$ cat src/rtl/toggle_sequencer.sv
`default_nettype none
// ============================================================================
// Module      : toggle_sequencer
// Description : Command-driven pacing controller for an internal bank of
//               WIDTH T flip-flops (masked, counted, gapped toggling).
// Revision    : 1.0 - initial release
// ============================================================================
module toggle_sequencer #(
    parameter int WIDTH = 4,
    parameter int CNT_W = 8,
    parameter int GAP_W = 4
) (
    input  logic             clk,
    input  logic             rst,
    input  logic             cmd_valid,
    output logic             cmd_ready,
    input  logic [WIDTH-1:0] cmd_mask,
    input  logic [CNT_W-1:0] cmd_count,
    input  logic [GAP_W-1:0] cmd_gap,
    input  logic             abort,
    output logic [WIDTH-1:0] t,
    output logic [WIDTH-1:0] q,
    output logic [WIDTH-1:0] q_bar,
    output logic             busy,
    output logic             done,
    output logic [CNT_W-1:0] toggles_left
);

    localparam logic [CNT_W-1:0] c_CNT_ONE = CNT_W'(1);
    localparam logic [GAP_W-1:0] c_GAP_ONE = GAP_W'(1);

    typedef enum logic [1:0] {
        S_IDLE   = 2'd0,
        S_TOGGLE = 2'd1,
        S_GAP    = 2'd2,
        S_DONE   = 2'd3
    } state_t;

    state_t           r_state;
    logic [WIDTH-1:0] r_mask;
    logic [GAP_W-1:0] r_gap;
    logic [GAP_W-1:0] r_gap_cnt;
    logic [CNT_W-1:0] r_left;
    logic [WIDTH-1:0] r_q;
    logic             r_done;
    logic             r_busy;
    logic [WIDTH-1:0] w_t;

    // abort gates the bank in the same cycle so the pending toggle never lands
    assign w_t       = (r_state == S_TOGGLE && !abort) ? r_mask : '0;
    assign cmd_ready = (r_state == S_IDLE);

    always_ff @(posedge clk or posedge rst) begin
        if (rst) begin
            r_state   <= S_IDLE;
            r_mask    <= '0;
            r_gap     <= '0;
            r_gap_cnt <= '0;
            r_left    <= '0;
            r_q       <= '0;
            r_done    <= 1'b0;
            r_busy    <= 1'b0;
        end else begin
            r_q    <= r_q ^ w_t;
            r_done <= 1'b0;
            case (r_state)
                S_IDLE: begin
                    if (cmd_valid) begin
                        r_mask <= cmd_mask;
                        r_gap  <= cmd_gap;
                        r_busy <= 1'b1;
                        if (cmd_count == '0 || cmd_mask == '0) begin
                            r_state <= S_DONE;
                            r_done  <= 1'b1;
                            r_left  <= '0;
                        end else begin
                            r_state <= S_TOGGLE;
                            r_left  <= cmd_count;
                        end
                    end
                end
                S_TOGGLE: begin
                    if (abort) begin
                        r_state   <= S_DONE;
                        r_done    <= 1'b1;
                        r_left    <= '0;
                        r_gap_cnt <= '0;
                    end else begin
                        r_left <= r_left - c_CNT_ONE;
                        if (r_left == c_CNT_ONE) begin
                            r_state <= S_DONE;
                            r_done  <= 1'b1;
                        end else if (r_gap != '0) begin
                            r_state   <= S_GAP;
                            r_gap_cnt <= r_gap;
                        end
                    end
                end
                S_GAP: begin
                    if (abort) begin
                        r_state   <= S_DONE;
                        r_done    <= 1'b1;
                        r_left    <= '0;
                        r_gap_cnt <= '0;
                    end else if (r_gap_cnt <= c_GAP_ONE) begin
                        r_state   <= S_TOGGLE;
                        r_gap_cnt <= '0;
                    end else begin
                        r_gap_cnt <= r_gap_cnt - c_GAP_ONE;
                    end
                end
                S_DONE: begin
                    r_state <= S_IDLE;
                    r_busy  <= 1'b0;
                end
                default: r_state <= S_IDLE;
            endcase
        end
    end

    assign t            = w_t;
    assign q            = r_q;
    assign q_bar        = ~r_q;
    assign busy         = r_busy;
    assign done         = r_done;
    assign toggles_left = r_left;

endmodule
`default_nettype wire

$ cat config.mk
export PLATFORM = sky130hd
export DESIGN_NAME = toggle_sequencer
export DESIGN_NICKNAME = d
export VERILOG_FILES = /design/src/rtl/toggle_sequencer.sv
export SDC_FILE = /design/constraint.sdc
export NUM_CORES = 1
export LEC_CHECK = 0
export ABC_AREA = 0
export CAP_MARGIN = 25
export CELL_PAD_IN_SITES_DETAIL_PLACEMENT = 0
export CELL_PAD_IN_SITES_GLOBAL_PLACEMENT = 1
export CORE_MARGIN = 4
export CORE_UTILIZATION = 37
export DETAILED_ROUTE_END_ITERATION = 12
export GPL_TIMING_DRIVEN = 0
export PLACE_DENSITY_LB_ADDON = 0.1
export RECOVER_POWER = 25
export SLEW_MARGIN = 0
export SYNTH_ARGS = -nofsm -noshare
export SYNTH_HDL_FRONTEND = slang
export SYNTH_SLANG_ARGS = --single-unit
$ cat constraint.sdc
create_clock -name clk -period 2.4 [get_ports clk]
set_input_delay 0.24 -clock clk [delete_from_list [all_inputs] [get_ports clk]]
set_output_delay 0.24 -clock clk [all_outputs]
set_load 0.02 [all_outputs]
==> flow_summary.toml, run 1 <==
[status]
status = "completed"

[clock_network]
clock_latency_ns = 0.27
cts_made_buffers = 3
post_cts_buffers = 0
clockBufferDepth = 2
h-tree-depth = 1
cts_tree = "built"
cts-root-buf = "clkbuf_8"
cts.sinks = 28
cts.reportedPaths.clkPinSlew_ns = 0.09

[detailed_routing]
drtAntennaViolNets = 0
drcViolationCount = 0
first_pass_iters = 4
via_count = 1412
totalWireLength_mm = 3.92
via_per_inst = 5.43
drt_iter0_markers = 65
routedWlPerCell_um = 15.1

[sta]
finClkSkew_ns = 0.00381
setup_violations = 0
fin_crit_ns = 2.12
drv_slew = 0
finalSetupTns_ns = 0
max_slew_margin_pct = 27.3
worst_slew_pin_slew_ns = 1.09
hold_viol_final = 0
post-route-period-util_pct = 88.4
rsz0062_at_grt = "no"
max_freq_mhz = 471

[synth]
ys_ff_latch = 28
avgSynthCellArea_um2 = 10.0
synthesis.nets = 191
ys_async_sr_fraction_pct = 100
synth_warnings = 0
synth_cell_types = 49
synth-edff-count = 0
synth_cells = 163
ys_seq_area_share_pct = 42.8
netlist_area_um2 = 1640
ys.flop_type = "dfrtp_1"

[setup_path]
r2r_start = "r_state[0]"
crit_path_start_kind = "register"
cp_max_fo = 10
crit_type = "register to primary output"
reg2reg_to = "toggles_left[1]"
r2r_slack_ns = 0.40
endpoint_kind = "primary output"
cp.required_ns = 2.16
worst_r2r_path_depth = 8
worstPathArrival_ns = 1.88

[power_and_ir_drop]
switching_share_pct = 42.9
p_seq_share_pct = 29.7
pwr_density_cell_nw_per_um2 = 1360
p_leak_nw = 0.957
p_int_w = 0.00169
pwr-share-clk_pct = 9.8
vdd_drop_max_mv = 0.670
p_comb_share_pct = 60.5
p_switching_w = 0.00127

[floorplan]
std_cell_rows = 23
die_y_um = 74.5
dieWidth_um = 74.5
core_um2 = 4140
io_pins = 43
start_util_pct = 39.5
die_area_um2 = 5550

[finish]
final_common_cell = "clkdlybuf4s50_1"
finalNetCount = 239
nFillCells = 370
syn_to_final_growth_pct = 33.2
final_cell_mix = "clkdlybuf4s50_1 (37), dfrtp_1 (28), nor2_1 (13)"
diodes = 0
drive_above_1_share_pct = 11.9
fin_cells = 260

[global_routing]
antenna_found_initial = 0
gr-usage-met1_pct = 21.1
grt_max_degree = 21
grt_pass1_vias = 1418
grt.busiest_layer = "met2"
grt_pass1_wl_mm = 6.58
grtUsageMet2_pct = 24.5
overflow = 0
grtUsageTotal_pct = 15.2
grt.met3_usage_pct = 2.16

[placement]
port-buffer-count = 42
gp_congestion = 0.861
hpwl_mm = 3.11
dp_cells = 256

[job]
cap_viol_max_count = 0

[worst_hold_path]
min_path_type = "input pin to asynchronous set/reset pin"
==> power by group through the flow <==
stage | Sequential (W) | Combinational [W] | Clock, W
2_1_floorplan | 0.000977 | 0.00108 | 0
3_3_place_gp | 0.000880 | 0.00178 | 0
3_5_place_dp | 0.000891 | 0.00180 | 0
4_1_cts | 0.000882 | 0.00180 | 0.000304
5_1_grt | 0.000915 | 0.00197 | 0.000320
6_report | 0.000882 | 0.00179 | 0.000290
==> worst max-delay path, cell delays in order (launching register included) <==
cell and delay [ns]:
dfrtp_1 0.41, inv_1 0.12, ha_2 0.25, nor2b_1 0.17, buf_6 0.15, and2_1 0.16
dlygate4sd2_1 0.35
==> sequential cells by signal, summed over array words and instances, names as in the netlist <==
name	count
r_state	2
r_gap	4
toggles_left	8
done	1
q	4
r_mask	4
r_gap_cnt	4
busy	1
==> worst max path at each step <==
stage / startpoint / endpoint / slack [ns] / cells past startpoint
finish: r_state[1] / t[3] / 0.28 / 6
global route: r_state[1] / t[3] / 0.15 / 6
CTS: r_state[1] / t[1] / 0.002 / 6
detailed placement: abort / t[3] / 0.24 / 5
global placement: abort / t[3] / 0.25 / 5
floorplan: r_state[0] / toggles_left[0] / 0.62 / 8
==> final cells by class <==
class / count / area (µm²) / share of cell area (%)
Buffer: 5 / 35.0 / 1.61
Clock buffer: 4 / 55.1 / 2.53
Inverter: 12 / 45.0 / 2.07
Multi-Input combinational cell: 118 / 858 / 39.4
Sequential cell: 28 / 701 / 32.1
Tap cell: 50 / 62.6 / 2.87
Timing Repair Buffer: 43 / 423 / 19.4
==> logic make-up (layout without fill, tap and decap cells) <==
family,Yosys count,count (layout),synth area share (%)
fa+ha+maj,8,8,6.12
mux,10,10,7.03
flops,28,28,42.8
compound gates,52,52,22.6
buf+inv,17,64,4.89
simple gates,44,44,14.4
xor+xnor,4,4,2.14
==> metal layers <==
layer	wire [µm]	share of wire, %
met1	1850	47
met2	1820	46
met3	208	5.3
met5	0	0
met4	45	1.1
==> what timing repair did <==
| action | 4_1_cts | 5_1_grt |
|---|---|---|
| resized for setup | 4 | 1 |
| cloned | 0 | 0 |
| setup endpoints to repair | 4 | 1 |
| hold buffers | 0 | 0 |
==> Yosys cell counts, types with 3 or more instances <==
master | n | area share (%)
nor3_1 | 3 | 0.92
nand2_1 | 6 | 1.4
dfrtp_1 | 28 | 43
o2bb2ai_1 | 3 | 1.6
a21oi_1 | 9 | 2.8
o21ai_0 | 10 | 3.1
ha_1 | 8 | 6.1
a211oi_1 | 3 | 1.4
inv_1 | 12 | 2.8
nor2_1 | 13 | 3.0
xnor2_1 | 4 | 2.1
mux2_2 | 8 | 5.5
and2_1 | 4 | 1.5
nor4_1 | 5 | 1.9
o21bai_1 | 4 | 1.8
==> stage by stage <==
| stage | area, µm² | power [W] | setup slack (ns) | utilization (%) | hold slack (ns) |
|---|---|---|---|---|---|
| after floorplan | 1640 | 0.00206 | 0.618 | - | 0.305 |
| after global placement | 2120 | 0.00266 | 0.246 | 51.1 | 0.474 |
| after detailed placement | 2150 | 0.00269 | 0.236 | 51.8 | 0.483 |
| after CTS | 2200 | 0.00299 | 0.00184 | 53.1 | 0.272 |
| after global routing | 2180 | 0.00320 | 0.150 | 52.6 | 0.409 |
| final | 2180 | 0.00296 | 0.279 | 52.6 | 0.363 |
(Power assumes the default switching activity.)
==> inputs of run 2 (changes only) <==
==> constraint.sdc (replaced) <==
create_clock -name clk -period 2.1 [get_ports clk]
set_input_delay 0.21 -clock clk [delete_from_list [all_inputs] [get_ports clk]]
set_output_delay 0.21 -clock clk [all_outputs]
set_load 0.02 [all_outputs]
==> run 2 against run 1 <==
- wire length shrank 0.28%
- global-route usage stayed put
- largest cell class unchanged
- sequential cell count unchanged
- first-iteration DRC count is the same
- utilization shrank 0.42 points
- clock skew fell by 0.00058 ns
- count of clock-buffer cells in the layout stayed put
==> flow_summary.toml, run 2 (synthesis gave the netlist of run 1 again) <==
[worst_hold_path]
min_path_type = "input pin to asynchronous set/reset pin"

[finish]
syn_to_final_growth_pct = 32.1
fin_cells = 260
drive_above_1_share_pct = 14.3
regArea_um2 = 701
finalNetCount = 239
diodes = 0
nFillCells = 372
final_common_cell = "clkdlybuf4s50_1"
multi_input_area_um2 = 858
final_area_um2 = 2160
final_cell_mix = "clkdlybuf4s50_1 (37), dfrtp_1 (28), nor2_1 (13)"
largest_reg_flops = 8

[sta]
fin_crit_ns = 1.95
max_freq_mhz = 514
post-route-period-util_pct = 92.7
rsz0062_at_grt = "no"
finClkSkew_ns = 0.00323
setup_violations = 0
drv_slew = 0
finalSetupTns_ns = 0
hold_viol_final = 0
worst_slew_pin_slew_ns = 1.11
max_slew_margin_pct = 25.8
layout_setup_ws_ns = 0.153

[placement]
hpwl_mm = 3.11
gp_congestion = 0.861
port-buffer-count = 42
placed_area_um2 = 2150
dp_slack_ns = -0.0237
dp_cells = 256

[floorplan]
std_cell_rows = 23
io_pins = 43
die_area_um2 = 5550
die_y_um = 74.5
start_util_pct = 39.5
dieWidth_um = 74.5
core_um2 = 4140

[clock_network]
cts.reportedPaths.clkPinSlew_ns = 0.09
cts.sinks = 28
clock_latency_ns = 0.27
cts_tree = "built"
cts-root-buf = "clkbuf_8"
cts_made_buffers = 3
h-tree-depth = 1
clockBufferDepth = 2

[global_routing]
grt_max_degree = 21
overflow = 0
grt_pass1_wl_mm = 6.58
grt_pass1_vias = 1418
grtUsageTotal_pct = 15.2
antenna_found_initial = 0

[setup_path]
crit_type = "register to register"
r2r_start = "r_state[0]"
crit_path_start_kind = "register"
slowest_stage = "o311ai_2"
worstPathArrival_ns = 2.15
cp.required_ns = 2.30
startpoint = "r_state[0]"
crit_family = "compound AO/OA/AOI/OAI gates"
cp_max_fo = 10
crit_buf_inv = 3
slowest_delay_ns = 0.45
endpoint_kind = "register"
path_cells = "inv_1 > ha_1 > clkbuf_2 > o311ai_2 > buf_2 > a211oi_1 > a21oi_1"

[detailed_routing]
totalWireLength_mm = 3.91
drtAntennaViolNets = 0
via_per_inst = 5.38
drcViolationCount = 0
first_pass_iters = 4
drt_iter0_markers = 65
via_count = 1398
routedWlPerCell_um = 15.0

[power_and_ir_drop]
switching_share_pct = 42.9
p_switching_w = 0.00145
p_int_w = 0.00193
p_seq_share_pct = 29.8
p_leak_nw = 0.934
vdd_drop_max_mv = 0.774
p_comb_share_pct = 60.4
pwr_density_cell_nw_per_um2 = 1560
pwr-share-clk_pct = 9.8
fin_total_pwr_w = 0.00338

[status]
status = "completed"

[job]
cap_viol_max_count = 0
## run 2: changes by cell type in the layout (fill, tap and decap cells not counted), sizes merged
cell	change
clkbuf	+4
dlymetal6s2s	-1
dlygate4sd2	-3
## run 2: area by class of cell
cell class	instances	share of cell area (%)
Multi-Input combinational cell	118	39.7
Tap cell	50	2.89
Inverter	12	2.08
Timing Repair Buffer	43	18.7
Sequential cell	28	32.4
Clock buffer	4	2.55
Buffer	5	1.68
## run 2: power by group through the flow
stage / combinational [W] / sequential (W) / clock [W]
finish: 0.00204 / 0.00101 / 0.000330
global route: 0.00224 / 0.00105 / 0.000366
CTS: 0.00206 / 0.00101 / 0.000348
detailed placement: 0.00206 / 0.00102 / 0
global placement: 0.00203 / 0.00101 / 0
floorplan: 0.00124 / 0.00112 / 0
## run 2: timing repair
item                                   in CTS  in global routing
resized for setup                           8                  7
setup endpoints to repair                   4                  9
setup buffers                               0                  0
endpoints found under the hold margin       0                  0
hold buffers                                0                  0
## run 2: per-layer routing
layer  wire [µm]  global-route usage (%)  vias to the layer above
met3         192                    2.16                        6
met5           0                       0                        -
li1            -                       -                      698
met1        1870                    21.1                      655
met2        1810                    24.5                       39
met4          42                    5.14                        0
## run 2: worst paths after layout
kind / end / depth (start not counted) / slack [ns]
setup / recovery: toggles_left[1] / 7 / 0.15
hold / removal: q[3] / 2 / 0.33
setup reg to reg: toggles_left[1] / 7 / 0.15
hold reg to reg: busy / 2 / 0.50
max in group asynchronous: r_state[0] / 3 / 0.43
min in group clk: busy / 2 / 0.50
## run 2: through the flow
stage                     util (%)  hold slack, ns
after global routing          52.2           0.379
after floorplan                  -           0.275
after CTS                     53.2           0.242
after global placement        51.1           0.474
final                         52.2           0.335
after detailed placement      51.8           0.483
## run 2: worst register-to-register path, cell delays in order, from the launching register on
cell and delay, ns:
dfrtp_1 0.39, inv_1 0.10, ha_1 0.23, clkbuf_2 0.17
o311ai_2 0.45, buf_2 0.31, a211oi_1 0.08, a21oi_1 0.15
==> inputs of run 3 (changes only) <==
--- a/config.mk
+++ b/config.mk
@@ -13,8 +13,8 @@
 export CORE_UTILIZATION = 37
 export DETAILED_ROUTE_END_ITERATION = 12
 export GPL_TIMING_DRIVEN = 0
-export PLACE_DENSITY_LB_ADDON = 0.1
-export RECOVER_POWER = 25
+export PLACE_DENSITY = 0.87
+export RECOVER_POWER = 100
 export SLEW_MARGIN = 0
 export SYNTH_ARGS = -nofsm -noshare
 export SYNTH_HDL_FRONTEND = slang
==> run 3 against run 2 <==
- via count grew 0.93%
- worst hold slack better by 0.074 ns
- cell area up 1.6%
- global-route usage is 0.19 points lower
- largest cell class unchanged
- highest routed layer unchanged
==> flow_summary.toml, run 3 (synthesis gave the netlist of run 1 again) <==
[status]
status = "completed"

[sta]
rsz0062_at_grt = "no"
worst_slew_pin_slew_ns = 0.762
post-route-period-util_pct = 93.2
finalSetupTns_ns = 0
finClkSkew_ns = 0.0105
max_freq_mhz = 511
fin_crit_ns = 1.96
max_slew_margin_pct = 49.2
drv_slew = 0
layout_setup_ws_ns = 0.143
holdWs_ns = 0.409
setup_violations = 0
hold_viol_final = 0

[setup_path]
cp_max_fo = 10
cp.required_ns = 1.89
slowest_stage = "dfrtp_1"
crit_path_start_kind = "register"
slowest_delay_ns = 0.42
worstPathArrival_ns = 1.75
crit_type = "register to primary output"
path_cells = "inv_2 > ha_4 > nor2b_1 > buf_6 > and2_0 > clkdlybuf4s15_2"
endpoint_kind = "primary output"
worst_r2r_path_depth = 8

[power_and_ir_drop]
pwr-share-clk_pct = 10.1
vdd_drop_max_mv = 0.547
pwr_density_cell_nw_per_um2 = 1520
p_seq_share_pct = 29.9
p_switching_w = 0.00146
switching_share_pct = 43.6
p_comb_share_pct = 60.0
p_leak_nw = 0.949
p_int_w = 0.00189

[global_routing]
overflow = 0
grt_pass1_vias = 1374
grt_max_degree = 16
grt_pass1_wl_mm = 6.47
antenna_found_initial = 0
grtUsageTotal_pct = 15.0

[finish]
finalNetCount = 239
postLayoutCoreUtil_pct = 53.0
largest_reg_flops = 8
final_common_cell = "dfrtp_1"
nFillCells = 394
final_cell_mix = "dfrtp_1 (28), dlygate4sd3_1 (20), clkdlybuf4s50_1 (18)"
syn_to_final_growth_pct = 34.3
diodes = 0
drive_above_1_share_pct = 13.8
fin_cells = 260

[clock_network]
ctsResizeCount = 12
h-tree-depth = 1
cts-root-buf = "clkbuf_8"
cts_tree = "built"
cts_made_buffers = 3
clockBufferDepth = 2
cts-hold-fix-buffers = 0
cts.sinks = 28
cts.reportedPaths.clkPinSlew_ns = 0.10
clock_latency_ns = 0.28
post_cts_buffers = 0

[detailed_routing]
first_pass_iters = 4
drcViolationCount = 0
totalWireLength_mm = 3.81
drtAntennaViolNets = 0
via_per_inst = 5.43
via_count = 1411
drt_iter0_markers = 139
routedWlPerCell_um = 14.6

[placement]
dp_slack_ns = 0.00722
hpwl_mm = 2.97
port-buffer-count = 42
dp_cells = 256
gp_congestion = 0.875

[floorplan]
std_cell_rows = 23
core_um2 = 4140
start_util_pct = 39.5
die_area_um2 = 5550
die_y_um = 74.5
dieWidth_um = 74.5
io_pins = 43

[worst_hold_path]
min_path_type = "input pin to asynchronous set/reset pin"

[job]
cap_viol_max_count = 0
[run 3: layout make-up]
cell class / instances / area (µm²) / share of cell area, %
buffer: 5 / 36.3 / 1.65
multi-input combinational: 118 / 868 / 39.5
clock buffer: 4 / 55.1 / 2.51
timing repair buffer: 43 / 429 / 19.5
inverter: 12 / 45.0 / 2.05
sequential: 28 / 701 / 31.9
tap: 50 / 62.6 / 2.85
[run 3: metal layers]
layer,up-vias,wire (µm),GRT usage [%]
li1,693,-,-
met2,46,1740,23.6
met3,6,241,2.30
met4,0,70,6.32
met1,666,1750,20.6
met5,-,0,0
[run 3: worst max-delay path, delay by kind of cell (launching register included)]
| kind | cells | cell delay (ns) |
|---|---|---|
| fa+ha+maj | 1 | 0.17 |
| buf+inv | 3 | 0.55 |
| flops | 1 | 0.42 |
| simple gates | 2 | 0.34 |
[run 3: final timing paths]
path	start	endpoint	slack, ns
worst max-delay path	r_state[1]	t[1]	0.14
worst min-delay path	rst	toggles_left[6]	0.41
worst max register to register	r_state[0]	toggles_left[1]	0.14
worst min register to register	busy	busy	0.50
max in group asynchronous	rst	r_gap_cnt[1]	0.61
min in group clk	busy	busy	0.50
[run 3: per-stage QoR]
stage                     total power (W)  area [µm²]
after floorplan                   0.00236        1640
after global placement            0.00303        2120
after detailed placement          0.00307        2130
after CTS                         0.00341        2190
after global routing              0.00362        2200
final                             0.00334        2200
[run 3: power groups by stage]
stage / registers, W / clock network [W] / logic [W]
floorplan: 0.00112 / 0 / 0.00124
global placement: 0.00100 / 0 / 0.00203
detailed placement: 0.00101 / 0 / 0.00205
CTS: 0.00100 / 0.000348 / 0.00206
global route: 0.00104 / 0.000363 / 0.00221
finish: 0.000998 / 0.000338 / 0.00201
